## src/rtl/bcd_render_pkg.sv

```systemverilog
// rtl/bcd_render_pkg.sv - shared font geometry, character codes and field table entry type
package bcd_render_pkg;

  localparam int FONT_W = 8;
  localparam int FONT_H = 16;

  localparam logic [6:0] CHAR_ZERO  = 7'h30;
  localparam logic [6:0] CHAR_BLANK = 7'h00;

  typedef struct packed {
    logic [9:0] x;
    logic [9:0] y;
    logic [3:0] color;
    logic       scale;
    logic       en;
  } field_cfg_t;

  function automatic logic [6:0] bcd_char(input logic [3:0] d);
    return (d > 4'd9) ? CHAR_BLANK : (CHAR_ZERO + {3'b000, d});
  endfunction

endpackage

```

## src/rtl/field_hit_unit.sv

```systemverilog
// rtl/field_hit_unit.sv - box hit test and glyph-local offsets for one two-digit field
module field_hit_unit
  import bcd_render_pkg::*;
(
  input  logic [9:0]  pixelx,
  input  logic [9:0]  pixely,
  input  field_cfg_t  cfg,
  output logic        hit,
  output logic        digit,
  output logic [2:0]  column,
  output logic [3:0]  row
);

  logic [10:0] box_w;
  logic [10:0] box_h;
  logic [4:0]  dx;
  logic [4:0]  dy;
  logic [3:0]  dx_s;
  logic [3:0]  dy_s;

  always_comb begin
    box_w = 11'(2 * FONT_W) << cfg.scale;
    box_h = 11'(FONT_H) << cfg.scale;
    // 11-bit compare so a box ending past 1023 cannot wrap around to column 0
    hit = cfg.en &&
          ({1'b0, pixelx} >= {1'b0, cfg.x}) && ({1'b0, pixelx} < ({1'b0, cfg.x} + box_w)) &&
          ({1'b0, pixely} >= {1'b0, cfg.y}) && ({1'b0, pixely} < ({1'b0, cfg.y} + box_h));
    // only the low offset bits matter, and modular subtraction keeps them exact
    dx     = pixelx[4:0] - cfg.x[4:0];
    dy     = pixely[4:0] - cfg.y[4:0];
    dx_s   = cfg.scale ? dx[4:1] : dx[3:0];
    dy_s   = cfg.scale ? dy[4:1] : dy[3:0];
    digit  = dx_s[3];
    column = dx_s[2:0];
    row    = dy_s;
  end

endmodule

```

## src/rtl/bcd_field_renderer.sv

```systemverilog
// rtl/bcd_field_renderer.sv - pixel-to-glyph engine for a table of two-digit BCD fields
// LEADING_ZERO_BLANK_EN: when defined, a tens digit of 0 renders blank
module bcd_field_renderer
  import bcd_render_pkg::*;
#(
  parameter int  N_FIELDS  = 8,
  parameter int  ROM_LAT   = 1,
  parameter int  BLINK_DIV = 30,
  localparam int IDX_W     = (N_FIELDS > 1) ? $clog2(N_FIELDS) : 1
) (
  input  logic                  clk,
  input  logic                  reset,
  input  logic [9:0]            pixelx,
  input  logic [9:0]            pixely,
  input  logic                  frame_tick,
  input  logic [8*N_FIELDS-1:0] field_bcd,
  input  logic                  cfg_we,
  input  logic [IDX_W-1:0]      cfg_idx,
  input  logic [9:0]            cfg_x,
  input  logic [9:0]            cfg_y,
  input  logic [3:0]            cfg_color,
  input  logic                  cfg_scale,
  input  logic                  cfg_en,
  input  logic                  edit_en,
  input  logic [IDX_W-1:0]      edit_sel,
  output logic [10:0]           rom_addr,
  input  logic [7:0]            rom_data,
  output logic                  pixel_on,
  output logic [3:0]            color_addr,
  output logic                  dp
);

  field_cfg_t table_q [N_FIELDS];
  field_cfg_t table_d [N_FIELDS];

  always_comb begin
    for (int i = 0; i < N_FIELDS; i++) begin
      table_d[i] = table_q[i];
      if (cfg_we && (cfg_idx == IDX_W'(i)))
        table_d[i] = '{x: cfg_x, y: cfg_y, color: cfg_color, scale: cfg_scale, en: cfg_en};
    end
  end

  logic [7:0] blink_cnt_q, blink_cnt_d;
  logic       blink_phase_q, blink_phase_d;

  always_comb begin
    blink_cnt_d   = blink_cnt_q;
    blink_phase_d = blink_phase_q;
    if (frame_tick) begin
      if (blink_cnt_q == 8'(BLINK_DIV - 1)) begin
        blink_cnt_d   = 8'd0;
        blink_phase_d = ~blink_phase_q;
      end else begin
        blink_cnt_d = blink_cnt_q + 8'd1;
      end
    end
  end

  logic [N_FIELDS-1:0] hit_vec;
  logic [N_FIELDS-1:0] digit_vec;
  logic [2:0]          col_arr [N_FIELDS];
  logic [3:0]          row_arr [N_FIELDS];

  for (genvar gi = 0; gi < N_FIELDS; gi++) begin : g_hit
    field_hit_unit u_hit (
      .pixelx (pixelx),
      .pixely (pixely),
      .cfg    (table_q[gi]),
      .hit    (hit_vec[gi]),
      .digit  (digit_vec[gi]),
      .column (col_arr[gi]),
      .row    (row_arr[gi])
    );
  end

  logic       sel_hit, sel_digit, sel_blink;
  logic [2:0] sel_col;
  logic [3:0] sel_row, sel_color, sel_tens, sel_ones;
  logic [6:0] char_code;

  logic        s0_dp_q, s0_dp_d;
  logic [3:0]  s0_color_q, s0_color_d;
  logic [2:0]  s0_col_q, s0_col_d;
  logic [10:0] s0_addr_q, s0_addr_d;

  always_comb begin
    sel_hit   = 1'b0;
    sel_digit = 1'b0;
    sel_blink = 1'b0;
    sel_col   = 3'd0;
    sel_row   = 4'd0;
    sel_color = 4'd0;
    sel_tens  = 4'd0;
    sel_ones  = 4'd0;
    // walk downwards so the lowest-index hit is the one left standing
    for (int i = N_FIELDS - 1; i >= 0; i--) begin
      if (hit_vec[i]) begin
        sel_hit   = 1'b1;
        sel_digit = digit_vec[i];
        sel_col   = col_arr[i];
        sel_row   = row_arr[i];
        sel_color = table_q[i].color;
        sel_tens  = field_bcd[8*i+4 +: 4];
        sel_ones  = field_bcd[8*i +: 4];
        sel_blink = edit_en && blink_phase_q && (edit_sel == IDX_W'(i));
      end
    end
    char_code = bcd_char(sel_digit ? sel_ones : sel_tens);
`ifdef LEADING_ZERO_BLANK_EN
    if (!sel_digit && (sel_tens == 4'd0))
      char_code = CHAR_BLANK;
`endif
    if (sel_blink || !sel_hit)
      char_code = CHAR_BLANK;
    s0_addr_d  = sel_hit ? {char_code, sel_row} : 11'd0;
    s0_dp_d    = sel_hit;
    s0_color_d = sel_color;
    s0_col_d   = sel_col;
  end

  logic        dp_pipe_q    [ROM_LAT+1];
  logic        dp_pipe_d    [ROM_LAT+1];
  logic [3:0]  color_pipe_q [ROM_LAT+1];
  logic [3:0]  color_pipe_d [ROM_LAT+1];
  logic [2:0]  col_pipe_q   [ROM_LAT+1];
  logic [2:0]  col_pipe_d   [ROM_LAT+1];
  logic [10:0] rom_addr_q, rom_addr_d;
  logic        pixel_on_q, pixel_on_d;
  logic [3:0]  color_addr_q, color_addr_d;
  logic        dp_q, dp_d;

  // side-band pipeline tracks the S1 address register plus the ROM read latency
  always_comb begin
    dp_pipe_d[0]    = s0_dp_q;
    color_pipe_d[0] = s0_color_q;
    col_pipe_d[0]   = s0_col_q;
    for (int k = 1; k <= ROM_LAT; k++) begin
      dp_pipe_d[k]    = dp_pipe_q[k-1];
      color_pipe_d[k] = color_pipe_q[k-1];
      col_pipe_d[k]   = col_pipe_q[k-1];
    end
    rom_addr_d   = s0_addr_q;
    pixel_on_d   = dp_pipe_q[ROM_LAT] & rom_data[3'd7 - col_pipe_q[ROM_LAT]];
    color_addr_d = dp_pipe_q[ROM_LAT] ? color_pipe_q[ROM_LAT] : 4'd0;
    dp_d         = dp_pipe_q[ROM_LAT];
  end

  always_ff @(posedge clk) begin
    if (reset) begin
      for (int i = 0; i < N_FIELDS; i++) table_q[i] <= '0;
      blink_cnt_q   <= 8'd0;
      blink_phase_q <= 1'b0;
      s0_dp_q       <= 1'b0;
      s0_color_q    <= 4'd0;
      s0_col_q      <= 3'd0;
      s0_addr_q     <= 11'd0;
      for (int k = 0; k <= ROM_LAT; k++) begin
        dp_pipe_q[k]    <= 1'b0;
        color_pipe_q[k] <= 4'd0;
        col_pipe_q[k]   <= 3'd0;
      end
      rom_addr_q   <= 11'd0;
      pixel_on_q   <= 1'b0;
      color_addr_q <= 4'd0;
      dp_q         <= 1'b0;
    end else begin
      for (int i = 0; i < N_FIELDS; i++) table_q[i] <= table_d[i];
      blink_cnt_q   <= blink_cnt_d;
      blink_phase_q <= blink_phase_d;
      s0_dp_q       <= s0_dp_d;
      s0_color_q    <= s0_color_d;
      s0_col_q      <= s0_col_d;
      s0_addr_q     <= s0_addr_d;
      for (int k = 0; k <= ROM_LAT; k++) begin
        dp_pipe_q[k]    <= dp_pipe_d[k];
        color_pipe_q[k] <= color_pipe_d[k];
        col_pipe_q[k]   <= col_pipe_d[k];
      end
      rom_addr_q   <= rom_addr_d;
      pixel_on_q   <= pixel_on_d;
      color_addr_q <= color_addr_d;
      dp_q         <= dp_d;
    end
  end

  assign rom_addr   = rom_addr_q;
  assign pixel_on   = pixel_on_q;
  assign color_addr = color_addr_q;
  assign dp         = dp_q;

endmodule

```

## config.mk

```make
export PLATFORM = sky130hd
export DESIGN_NAME = bcd_field_renderer
export DESIGN_NICKNAME = d
export VERILOG_FILES = /design/src/rtl/bcd_render_pkg.sv /design/src/rtl/field_hit_unit.sv /design/src/rtl/bcd_field_renderer.sv
export SDC_FILE = /design/constraint.sdc
export NUM_CORES = 1
export LEC_CHECK = 0
export BUFFER_PORTS_ARGS = -buffer_cell sky130_fd_sc_hd__buf_2
export CORE_ASPECT_RATIO = 1.4
export CORE_MARGIN = 4
export CORE_UTILIZATION = 26
export CTS_CLUSTER_SIZE = 16
export DETAILED_ROUTE_END_ITERATION = 8
export GPL_ROUTABILITY_DRIVEN = 0
export PLACE_DENSITY = 0.41
export RECOVER_POWER = 25
export SYNTH_ARGS = -nofsm -noshare
export SYNTH_HDL_FRONTEND = slang
export SYNTH_SLANG_ARGS = --single-unit
```

## constraint.sdc

```tcl
create_clock -name clk -period 5.1 [get_ports clk]
set_input_delay 0.765 -clock clk [delete_from_list [all_inputs] [get_ports clk]]
set_output_delay 0.765 -clock clk [all_outputs]
set_load 0.005 [all_outputs]
```

==> results of run 1 <==
[final timing paths]
kind	from	end	slack (ns)
worst max-delay path	table_q[1][53]	s0_col_q[1]	0.22
worst min-delay path	color_pipe_q[1][2]	color_addr[2]	0.43
worst max register to register	table_q[1][53]	s0_col_q[1]	0.22
worst min register to register	color_pipe_q[1][2]	color_addr[2]	0.43
[registers in the layout, indices dropped and copies added (netlist names), 2 cells and up]
signal,flops
blink_cnt_q,8
col_pipe_q,6
color_addr,4
color_pipe_q,8
dp_pipe_q,2
rom_addr,9
rom_addr_d,9
s0_col_q,3
s0_color_q,4
table_q,208
[power by group through the flow]
| stage | registers, W | clock network [W] | logic, W |
|---|---|---|---|
| 2_1_floorplan | 0.00218 | 0 | 0.000601 |
| 3_3_place_gp | 0.00219 | 0 | 0.000998 |
| 3_5_place_dp | 0.00219 | 0 | 0.00101 |
| 4_1_cts | 0.00214 | 0.00259 | 0.00102 |
| 5_1_grt | 0.00214 | 0.00266 | 0.00112 |
| 6_report | 0.00214 | 0.00250 | 0.00101 |
[per-stage QoR]
step	hold WS (ns)	setup slack [ns]	util	TNS (ns)	total power (W)
6_report	0.428	0.219	0.304	0	0.00564
5_1_grt	0.446	0.00989	0.304	0	0.00592
4_1_cts	0.427	0.147	0.304	0	0.00575
3_5_place_dp	0.413	-0.0199	0.290	-0.0199	0.00320
3_3_place_gp	0.419	-0.0229	0.290	-0.0229	0.00318
2_1_floorplan	0.406	0.451	-	0	0.00278
[timing repair]
| item | in CTS | in global routing |
|---|---|---|
| hold buffers | 0 | 0 |
| resized for setup | 0 | 4 |
| endpoints found under the hold margin | 0 | 0 |
| endpoints found under the setup margin | 0 | 4 |
[synth_stat cells (all sizes together) (8+ instances only)]
master / n / share of area
a21oi: 327 / 0.080
a211o: 13 / 0.0056
o2111ai: 8 / 0.0034
mux2: 8 / 0.0044
nor2b: 57 / 0.018
a21o: 26 / 0.0095
o31a: 15 / 0.0064
ha: 290 / 0.18
nand2b: 23 / 0.0070
a22oi: 12 / 0.0046
o31ai: 10 / 0.0039
xnor2: 75 / 0.032
o21a: 32 / 0.012
dfxtp: 265 / 0.26
nand2: 504 / 0.093
buf: 17 / 0.0056
inv: 202 / 0.037
nor3: 30 / 0.0079
nor2: 126 / 0.023
a221oi: 11 / 0.0050
and3: 16 / 0.0049
nand4: 10 / 0.0031
nand3: 65 / 0.016
and2: 10 / 0.0031
mux2i: 26 / 0.013
xor2: 27 / 0.012
o41ai: 8 / 0.0034
fa: 32 / 0.031
clkbuf: 111 / 0.022
a31oi: 11 / 0.0044
o21ai: 73 / 0.018
o211ai: 26 / 0.0095
a211oi: 32 / 0.012
[kinds of logic (layout without fill, tap and decap cells)]
group / count (synthesis) / count (layout)
XOR/XNOR: 102 / 102
buffers and inverters: 330 / 477
AO/OA/AOI/OAI: 684 / 684
other: 1 / 3
adder cells (fa/ha/maj): 322 / 322
flip-flops: 265 / 265
multiplexers: 36 / 36
AND/OR/NAND/NOR: 878 / 878
[area by class of cell]
cell class | count | area [um2] | area share
Antenna cell | 2 | 5.00 | 0.000211
Clock buffer | 44 | 938 | 0.0396
Clock inverter | 18 | 185 | 0.00782
Inverter | 202 | 758 | 0.0320
Multi-Input combinational cell | 2023 | 13900 | 0.588
Sequential cell | 265 | 5310 | 0.224
Tap cell | 1045 | 1310 | 0.0552
Timing Repair Buffer | 213 | 1250 | 0.0530
[layer usage]
metal,share of wire,up-vias,global-route usage
met5,0.00073,-,0
met4,0.061,10,0.105
met3,0.044,187,0.0304
met2,0.48,457,0.350
met1,0.41,9144,0.239
li1,-,9375,-
[cell usage in the layout (no fill, tap or decap), drive strengths merged, types with 9 or more instances in the layout]
cell type	count
a21oi	327
mux2i	26
xnor2	75
a211oi	32
and3	16
a31oi	11
a221oi	11
nor2b	57
o31ai	10
a21o	26
clkbuf	48
buf	209
nand3	65
clkinv	9
a211o	13
nand2	504
dfxtp	265
o21a	32
nand2b	23
o211ai	26
nand4	10
xor2	27
fa	32
nor3	30
ha	290
o21ai	73
inv	206
nor2	126
o31a	15
and2	10
a22oi	12
[worst register-to-register path, delay by kind of cell, from the launching register on]
family	cells	cell delay, ns
buf+inv	2	0.32
fa+ha+maj	3	1.03
flops	1	0.32
simple gates	4	0.81
xor+xnor	1	0.26
compound gates	7	1.95
==> out/metrics.csv, run 1 <==
stage,metric,value,unit
power_and_ir_drop,leakage,8.95,nW
synthesis,ys_types,94,
cts,clock-sinks,265,
power_and_ir_drop,p_int,0.00389,W
timing,fin_skew,0.0169,ns
timing,final_hold_viol_count,0,
synthesis,synth_area,20500,um2
die,design.die.area,83500,um2
setup_path,cpMostUsedCell,ha_1,
drt,drt_iter0_drc,1092,
setup_path,crit_chain,inv_1 > ha_1 > fa_1 > xnor2_1 > ha_1 > a211oi_1 > nand2_1 > o2111ai_1 > a21o_1 > nand4_1 > and2_0 > buf_4 > a221oi_1 > o21bai_1 > and3_1 > o21ai_0 > o211ai_1,
cts,cts_tree,yes,
synthesis,synthMuxAreaShare,0.0193,
die,die_w,245,um
synthesis,syn_nets,3069,
drt,drt_pass1_iterations,5,
cts,root_buffer,clkbuf_16,
setup_path,critPathRequiredTime,5.48,ns
placed_design,place_area,22600,um2
die,initial_core_util,0.263,
power_and_ir_drop,p_seq_frac,0.379,
setup_path,cp_max_fo,6,
synthesis,synth_top_family_by_area,compound AO/OA/AOI/OAI gates,
setup_path,path_buf_inv,2,
setup_path,path_depth,17,
layout,fillers,8382,
die,std_cell_rows,121,
hold_path,min_path_type,reg -> reg,
timing,period_minus_slack,4.88,ns
placed_design,port_buffers,144,
synthesis,synthArstFlopShare,0,
grt,grt_use_total,0.202,
layout,nets,3190,
cts,h-tree-depth,2,
cts,cts_buffers,34,
setup_path,timing.critical_path.max_delay_family,compound AO/OA/AOI/OAI gates,
timing,maxSlewViolCount,108,
synthesis,synthAdderAreaFrac,0.208,
run_status,violations,"capacitance limit, slew limit",
timing,worstMarginPinSlew,2.67,ns
synthesis,synth_cells,2618,
cts,cts_setup_buffers,0,
synthesis,syn_avg_cell_area,7.83,um2
setup_path,cp-start-kind,register,
setup_path,cp-end-kind,register,
setup_path,setup.worst_path.class,reg -> reg,
power_and_ir_drop,power_frac_comb,0.178,
drt,drt-total-wl,86.4,mm
timing,rsz0062_at_grt,false,
synthesis,synth_xor_area_frac,0.0436,
power_and_ir_drop,p_clk_frac,0.442,
drt,drc,0,
die,die_h,340,um
cts,clk_pin_slew,0.06,ns
placed_design,dp.cells,3748,
grt,grt-ovfl-total,0,
grt,grt_max_degree,140,
layout,design_area,23700,um2
cts,worstSkewPairLatency,0.57,ns
synthesis,synthSimpleGateAreaFrac,0.190,
power_and_ir_drop,switching_share,0.310,
power_and_ir_drop,switchingPower,0.00175,W
layout,drive_gt1_frac,0.118,
power_and_ir_drop,p_per_area,238,nW/um2
setup_path,cp_slowest_cell,o21ai_0,
grt,antenna_found_initial,9,
drt,vias,19200,
hold_path,hold_depth,1,
synthesis,synthFlopType,dfxtp_1,
synthesis,synth_compound_area_frac,0.215,
drt,ant_nets,0,
setup_path,worstRegToRegCells,17,
die,pin_count,146,
grt,grt_pass1_wl,126,mm
drt,wl_per_cell,22.7,um
grt,grt_pass1_vias,19300,
synthesis,yosys_warnings,0,
cts,cts.path.max_buffers,3,
layout,fin_cells,3812,
power_and_ir_drop,peakVddDrop,176,uV
timing,period_share,0.957,
timing,clock.fmax,205,MHz
run_status,status,finished with violations,
timing,max_slew_margin,-0.786,
synthesis,ys_ff_latch,265,
timing,setup_violations,0,
drt,avgViaCountPerCell,5.03,
synthesis,synth-edff-count,0,
layout,areaGrowthSynthToFinish,15.6,%
die,core,78000,um2
setup_path,cp_data_arrival_time,5.26,ns
setup_path,cpPeakStageDelay,0.48,ns
run,max_cap_violations,4,
synthesis,ys_seq_area_frac,0.259,
placed_design,dp_hpwl,65.5,mm
No activity file was read; power rests on OpenSTA's default activity.
==> run 2: changes to the inputs <==
- SYNTH_HIERARCHICAL: unset -> 1
==> run 2 against run 1 <==
  * The flow still finishes with violations (capacitance limit, slew limit)
  * Area after synthesis is 0.24% lower
  * Clock power down 5%
  * Routed wire length decreased by 5.7%
  * Largest power group unchanged
  * Highest routed layer is now met4
==> out/metrics.csv, run 2 <==
stage,metric,value,unit,change
drt,drt_pass1_iterations,5,,unchanged
synthesis,synthFlopType,dfxtp_1,,unchanged
setup_path,cpPeakStageDelay,0.51,ns,was 0.48 ns
grt,grt_max_degree,93,,was 140
power_and_ir_drop,power,0.00552,W,was 0.00564 W
die,die_w,245,um,about the same
power_and_ir_drop,p_per_area,233,nW/um2,was 238 nW/um2
drt,drt-total-wl,81.4,mm,was 86.4 mm
layout,fillers,8419,,was 8382
power_and_ir_drop,p_seq_frac,0.388,,was 0.379
timing,hold_ws,0.426,ns,was 0.428 ns
hold_path,min_path_type,reg -> reg,,unchanged
power_and_ir_drop,p_clk_frac,0.429,,was 0.442
power_and_ir_drop,p_int,0.00378,W,was 0.00389 W
setup_path,cp-end-kind,register,,unchanged
setup_path,cp-start-kind,register,,unchanged
die,core,78000,um2,unchanged
setup_path,reg2reg_setup_slack,0.48,ns,was 0.22 ns
synthesis,synth_area_leaders,"dfxtp_1, ha_1, nand2_1, a21oi_1, inv_1",,unchanged
grt,grt_pass1_vias,19100,,was 19300
cts,h-tree-depth,2,,unchanged
cts,cts_hold_buf,0,,unchanged
timing,period_share,0.907,,was 0.957
synthesis,yosysMostFrequentCell,nand2_1,,unchanged
synthesis,synth_area,20500,um2,about the same
synthesis,synth-edff-count,0,,unchanged
timing,max_slew_margin,-0.248,,was -0.786
cts,clk_pin_slew,0.06,ns,about the same
grt,grt_use_total,0.191,,was 0.202
timing,period_minus_slack,4.62,ns,was 4.88 ns
grt,grt-ovfl-total,0,,unchanged
layout,mostFrequentLayoutCell,nand2_1,,unchanged
synthesis,yosys.area.top_type,dfxtp_1,,unchanged
drt,vias,18900,,was 19200
setup_path,regToRegStartpoint,table_q[1][79],,was table_q[1][53]
placed_design,dp_hpwl,60.3,mm,was 65.5 mm
setup_path,cp_max_fo,5,,was 6
grt,antenna_found_initial,2,,was 9
layout,layout_common_cells,"nand2_1, a21oi_1, ha_1",,unchanged
drt,wl_per_cell,21.4,um,was 22.7 um
die,pin_count,146,,unchanged
power_and_ir_drop,switching_share,0.315,,was 0.310
power_and_ir_drop,switchingPower,0.00174,W,was 0.00175 W
power_and_ir_drop,leakage,9.19,nW,was 8.95 nW
synthesis,synth_cells,2601,,was 2618
power_and_ir_drop,peakVddDrop,189,uV,was 176 uV
run,max_cap_violations,6,,was 4
synthesis,ys_types,82,,was 94
setup_path,setup.worst_path.class,reg -> reg,,unchanged
cts,cts_buffers,34,,unchanged
die,design.die.area,83300,um2,was 83500 um2
grt,grt_pass1_wl,121,mm,was 126 mm
cts,root_buffer,clkbuf_16,,unchanged
setup_path,critPathRequiredTime,5.57,ns,was 5.48 ns
timing,fin_setup_tns,0,ns,unchanged
hold_path,min-delay-start,color_pipe_q[1][3],,was color_pipe_q[1][2]
layout,drive_gt1_frac,0.116,,was 0.118
synthesis,syn_avg_cell_area,7.86,um2,was 7.83 um2
timing,setup_violations,0,,unchanged
layout,areaGrowthSynthToFinish,15.8,%,was 15.6%
die,initial_core_util,0.262,,was 0.263
cts,clock-sinks,265,,unchanged
timing,worstMarginPinSlew,1.87,ns,was 2.67 ns
hold_path,whs_endpoint,color_addr[3],,was color_addr[2]
synthesis,synthArstFlopShare,0,,unchanged
synthesis,synth_top_cells_by_count,"nand2_1, a21oi_1, ha_1",,unchanged
layout,registers.top_by_ff_count,table_q,,unchanged
cts,cts_tree,yes,,unchanged
setup_path,worstRegToRegCells,16,,was 17
cts,worstSkewPairLatency,0.58,ns,was 0.57 ns
layout,design_area,23700,um2,about the same
layout,nets,3178,,was 3190
placed_design,place_area,22600,um2,about the same
drt,avgViaCountPerCell,4.97,,was 5.03
timing,rsz0062_at_grt,false,,unchanged
setup_path,cp_data_arrival_time,5.10,ns,was 5.26 ns
die,std_cell_rows,121,,unchanged
setup_path,cp_slowest_cell,or4_1,,was o21ai_0
drt,drt_iter0_drc,1041,,was 1092
run_status,violations,"capacitance limit, slew limit",,unchanged
drt,ant_nets,0,,unchanged
synthesis,ys_ff_latch,265,,unchanged
placed_design,port_buffers,144,,unchanged
drt,drc,0,,unchanged
timing,maxSlewViolCount,162,,was 108
run_status,status,finished with violations,,unchanged
layout,largest_register_ffs,208,,unchanged
hold_path,hold_depth,1,,unchanged
synthesis,ys_seq_area_frac,0.259,,about the same
cts,cts.path.max_buffers,3,,unchanged
setup_path,reg2reg_to,rom_addr_d[7],,was s0_col_q[1]
synthesis,syn_nets,3052,,was 3069
setup_path,crit_chain,inv_1 > ha_1 > fa_1 > nand3_1 > xnor2_1 > ha_1 > nand3_1 > a22oi_1 > or4_1 > nor4_2 > nand3b_1 > a221oi_2 > o21ai_0 > o211ai_1 > o221a_2 > nor3b_1,,was inv_1 > ha_1 > fa_1 > xnor2_1 > ha_1 > a211oi_1 > nand2_1 > o2111ai_1 > a21o_1 > nand4_1 > and2_0 > buf_4 > a221oi_1 > o21bai_1 > and3_1 > o21ai_0 > o211ai_1
power_and_ir_drop,power_frac_comb,0.183,,was 0.178
synthesis,synth_top_cell_area_share,0.259,,about the same
die,die_h,340,um,about the same
timing,final_hold_viol_count,0,,unchanged
layout,fin_util,0.304,,about the same
timing,fin_skew,0.0288,ns,was 0.0169 ns
synthesis,yosys_warnings,6,,was 0
timing,clock.fmax,216,MHz,was 205 MHz
==> run 2: changes by cell type after synthesis, sizes merged, moves of 14 or more <==
cell,delta
mux2i,+23
a211oi,-14
a41oi,+14
o31a,-14
o21a,-21
buf,+22
nor2,-53
clkbuf,-19
nor3,-18
a221oi,+14
inv,+63
xnor2,+14
==> run 2: cell families after synthesis <==
logic type | after synthesis | synth area share
muxes | 55 | 0.0284
and+or+nand+nor | 814 | 0.181
DFF | 265 | 0.259
other | 1 | 0.000183
AOI/OAI and AO/OA | 628 | 0.194
adders and majority gates | 322 | 0.209
xor gates and xnor gates | 120 | 0.0514
buffers and inverters | 396 | 0.0767
==> run 2: worst max-delay path, delay by kind of cell (launching register included) <==
family                     cells  cell delay, ns
AOI/OAI and AO/OA              5            1.32
xor gates and xnor gates       1            0.12
adders and majority gates      3            0.96
buffers and inverters          1            0.19
DFF                            1            0.43
and+or+nand+nor                6            1.53
==> run 2: timing repair <==
item / CTS / global route
setup endpoints to repair: 0 / 8
buffers inserted: 0 / 4
gates resized for setup: 0 / 3
==> run 2: power by group through the flow <==
stage | clock [W] | sequential [W] | combinational, W
after global placement | 0 | 0.00219 | 0.000999
after global routing | 0.00252 | 0.00214 | 0.00112
after CTS | 0.00245 | 0.00214 | 0.00102
after floorplan | 0 | 0.00218 | 0.000594
final | 0.00237 | 0.00214 | 0.00101
after detailed placement | 0 | 0.00219 | 0.00101
==> run 2: metal layers <==
| metal | share of wire | track usage | wire length (um) |
|---|---|---|---|
| met5 | 0 | 0 | 0 |
| met4 | 0.048 | 0.0768 | 3890 |
| met3 | 0.048 | 0.0217 | 3890 |
| met2 | 0.50 | 0.348 | 40900 |
| met1 | 0.40 | 0.227 | 32800 |
==> run 2: how the worst max path moves through the flow <==
| stage | startpoint | to | slack [ns] | cells after the start |
|---|---|---|---|---|
| final | table_q[1][79] | rom_addr_d[7] | 0.48 | 16 |
| after global routing | table_q[1][79] | rom_addr_d[7] | 0.06 | 16 |
| after detailed placement | table_q[1][27] | rom_addr_d[4] | 0.17 | 18 |
| after global placement | pixelx[0] | rom_addr_d[7] | 0.30 | 15 |
| after floorplan | table_q[1][27] | s0_col_q[0] | 0.68 | 19 |
| after CTS | table_q[1][27] | rom_addr_d[4] | 0.14 | 18 |
==> run 2: area by class of cell <==
cell class | instances | area, um2 | share of cell area
Clock buffer | 44 | 938 | 0.0396
Antenna cell | 2 | 5.00 | 0.000211
Multi-Input combinational cell | 1940 | 13700 | 0.578
Clock inverter | 17 | 111 | 0.00470
Tap cell | 1045 | 1310 | 0.0552
Sequential cell | 265 | 5310 | 0.224
Timing Repair Buffer | 221 | 1350 | 0.0568
Inverter | 265 | 995 | 0.0420
==> run 2: metrics by stage <==
step	setup WS, ns	cells
final	0.477	3799
after global routing	0.0607	3797
after CTS	0.139	3793
after detailed placement	0.171	3732
after global placement	0.297	3732
after floorplan	0.683	2601
==> run 3: changes to the inputs <==
- MAX_ROUTING_LAYER: unset -> met4
==> run 3 against run 2 <==
  * The run still ends with capacitance limit, slew limit left
  * Highest routed layer unchanged
  * Critical endpoint unchanged
  * Via count shrank 0.28%
  * Largest power group unchanged
  * Worst hold slack hardly changed
  * Critical path type unchanged
  * Flip-flop and latch count stayed put
  * First-iteration DRC count up 3.9%
  * Sequential power hardly changed
  * Clock skew barely moved
  * Clock-buffer cell count stayed put
  * Register-to-register slack worse by 0.04 ns
  * Sequential share of layout area is essentially flat
  * Die area unchanged
  * Critical path depth unchanged
  * Clock power about the same
==> out/metrics.csv, run 3 (synthesis results as in run 2) <==
stage,metric,value,unit,change
placed_design,dp.cells,3732,,unchanged
drt,wl_per_cell,21.5,um,was 21.4 um
drt,drt_iter0_drc,1082,,was 1041
timing,fin_setup_tns,0,ns,unchanged
setup_path,cp-start-kind,register,,unchanged
setup_path,cp_data_arrival_time,5.14,ns,was 5.10 ns
run_status,violations,"capacitance limit, slew limit",,unchanged
timing,max_slew_margin,-1.65,,was -0.248
layout,fin_cells,3800,,was 3799
layout,fin_util,0.304,,about the same
setup_path,setup.worst_path.class,reg -> reg,,unchanged
setup_path,cp_max_fo,5,,unchanged
run,max_cap_violations,1,,was 6
layout,design_area,23700,um2,about the same
timing,period_share,0.914,,was 0.907
grt,grt_pass1_vias,19100,,about the same
timing,setup_violations,0,,unchanged
power_and_ir_drop,p_clk_frac,0.429,,about the same
grt,grt_pass1_wl,121,mm,about the same
drt,drc,0,,unchanged
cts,cts_tree,yes,,unchanged
placed_design,place_area,22600,um2,unchanged
drt,routed-wl-met3,3.12,mm,was 3.89 mm
cts,clk_pin_slew,0.06,ns,about the same
layout,registers.top_by_ff_count,table_q,,unchanged
power_and_ir_drop,switching_share,0.315,,about the same
drt,wl_met1,33.6,mm,was 32.8 mm
cts,worstSkewPairLatency,0.58,ns,about the same
die,die_w,245,um,unchanged
grt,grt_max_degree,93,,unchanged
setup_path,cp-end-kind,register,,unchanged
setup_path,critPathRequiredTime,5.58,ns,was 5.57 ns
drt,drt_pass1_iterations,5,,unchanged
layout,mostFrequentLayoutCell,nand2_1,,unchanged
die,pin_count,146,,unchanged
power_and_ir_drop,switchingPower,0.00174,W,about the same
drt,drt-total-wl,81.5,mm,was 81.4 mm
die,initial_core_util,0.262,,unchanged
drt,ant_nets,0,,unchanged
timing,clock.fmax,214,MHz,was 216 MHz
placed_design,dp_hpwl,60.3,mm,unchanged
drt,topRoutingLayerUsed,met4,,unchanged
drt,wl_met2,41.0,mm,was 40.9 mm
power_and_ir_drop,peakVddDrop,189,uV,about the same
power_and_ir_drop,power_frac_comb,0.183,,about the same
die,core,78000,um2,unchanged
power_and_ir_drop,p_per_area,233,nW/um2,about the same
power_and_ir_drop,p_int,0.00378,W,about the same
cts,root_buffer,clkbuf_16,,unchanged
layout,drive_gt1_frac,0.118,,was 0.116
die,die_h,340,um,unchanged
layout,layout_common_cells,"nand2_1, a21oi_1, ha_1",,unchanged
run_status,status,finished with violations,,unchanged
cts,clock-sinks,265,,unchanged
layout,largest_register_ffs,208,,unchanged
timing,fin_skew,0.0292,ns,was 0.0288 ns
grt,grt_use_total,0.196,,was 0.191
drt,vias,18800,,was 18900
timing,rsz0062_at_grt,false,,unchanged
timing,final_hold_viol_count,0,,unchanged
grt,grt-ovfl-total,0,,unchanged
grt,antenna_found_initial,2,,unchanged
die,design.die.area,83300,um2,unchanged
hold_path,min_path_type,reg -> reg,,unchanged
die,std_cell_rows,121,,unchanged
cts,cts.path.max_buffers,3,,unchanged
layout,fillers,8417,,was 8419
layout,areaGrowthSynthToFinish,15.9,%,was 15.8%
power_and_ir_drop,p_seq_frac,0.388,,about the same
drt,avgViaCountPerCell,4.95,,was 4.97
timing,worstMarginPinSlew,3.97,ns,was 1.87 ns
cts,h-tree-depth,2,,unchanged
timing,period_minus_slack,4.66,ns,was 4.62 ns
cts,cts_buffers,34,,unchanged
power_and_ir_drop,leakage,9.22,nW,was 9.19 nW
timing,maxSlewViolCount,93,,was 162
placed_design,port_buffers,144,,unchanged
layout,nets,3178,,unchanged
cts,cts_hold_buf,0,,unchanged
-- run 3: timing repair --
action / in CTS / in global routing
resized for setup: 0 / 3
setup buffers: 0 / 4
endpoints found under the setup margin: 0 / 8
-- run 3: path summary, 6_finish.rpt --
path / startpoint / to / slack (ns) / cells after the start
setup / recovery: table_q[1][79] / rom_addr_d[7] / 0.44 / 16
hold / removal: color_pipe_q[1][3] / color_addr[3] / 0.43 / 1
setup reg to reg: table_q[1][79] / rom_addr_d[7] / 0.44 / 16
hold reg to reg: color_pipe_q[1][3] / color_addr[3] / 0.43 / 1
-- run 3: power by group through the flow --
stage / clock network, W / logic (W) / registers [W]
6_report: 0.00237 / 0.00101 / 0.00214
5_1_grt: 0.00252 / 0.00112 / 0.00214
4_1_cts: 0.00245 / 0.00102 / 0.00214
3_5_place_dp: 0 / 0.00101 / 0.00219
3_3_place_gp: 0 / 0.000999 / 0.00219
2_1_floorplan: 0 / 0.000594 / 0.00218
-- run 3: area by class of cell --
class                   count  area (um2)  share of cell area
flip-flops and latches    265        5310               0.224
diodes                      3        7.51            0.000317
multi-input cells        1940       13700               0.577
inverters                 265         995              0.0419
well taps                1045        1310              0.0551
repair buffers            221        1370              0.0577
clock buffers              44         938              0.0396
clock inverters            17         111             0.00470
-- run 3: per-layer routing --
metal,global-route usage,vias up
met5,-,-
met4,0.0767,0
met3,0.0210,132
met2,0.348,445
met1,0.227,9038
li1,-,9200
-- run 3: through the flow --
stage / hold slack (ns) / power [W] / setup slack, ns
3_5_place_dp: 0.414 / 0.00320 / 0.171
6_report: 0.426 / 0.00552 / 0.437
5_1_grt: 0.442 / 0.00578 / 0.0596
2_1_floorplan: 0.406 / 0.00277 / 0.683
3_3_place_gp: 0.415 / 0.00318 / 0.297
4_1_cts: 0.428 / 0.00561 / 0.139
-- run 3: critical path: stages (launching register included) --
cell	delay [ns]
dfxtp_1	0.43
inv_1	0.19
ha_1	0.28
fa_1	0.42
nand3_1	0.11
xnor2_1	0.12
ha_1	0.26
nand3_1	0.09
a22oi_1	0.11
or4_1	0.51
nor4_2	0.49
nand3b_1	0.17
a221oi_2	0.44
o21ai_0	0.32
o211ai_1	0.19
o221a_2	0.27
nor3b_1	0.18
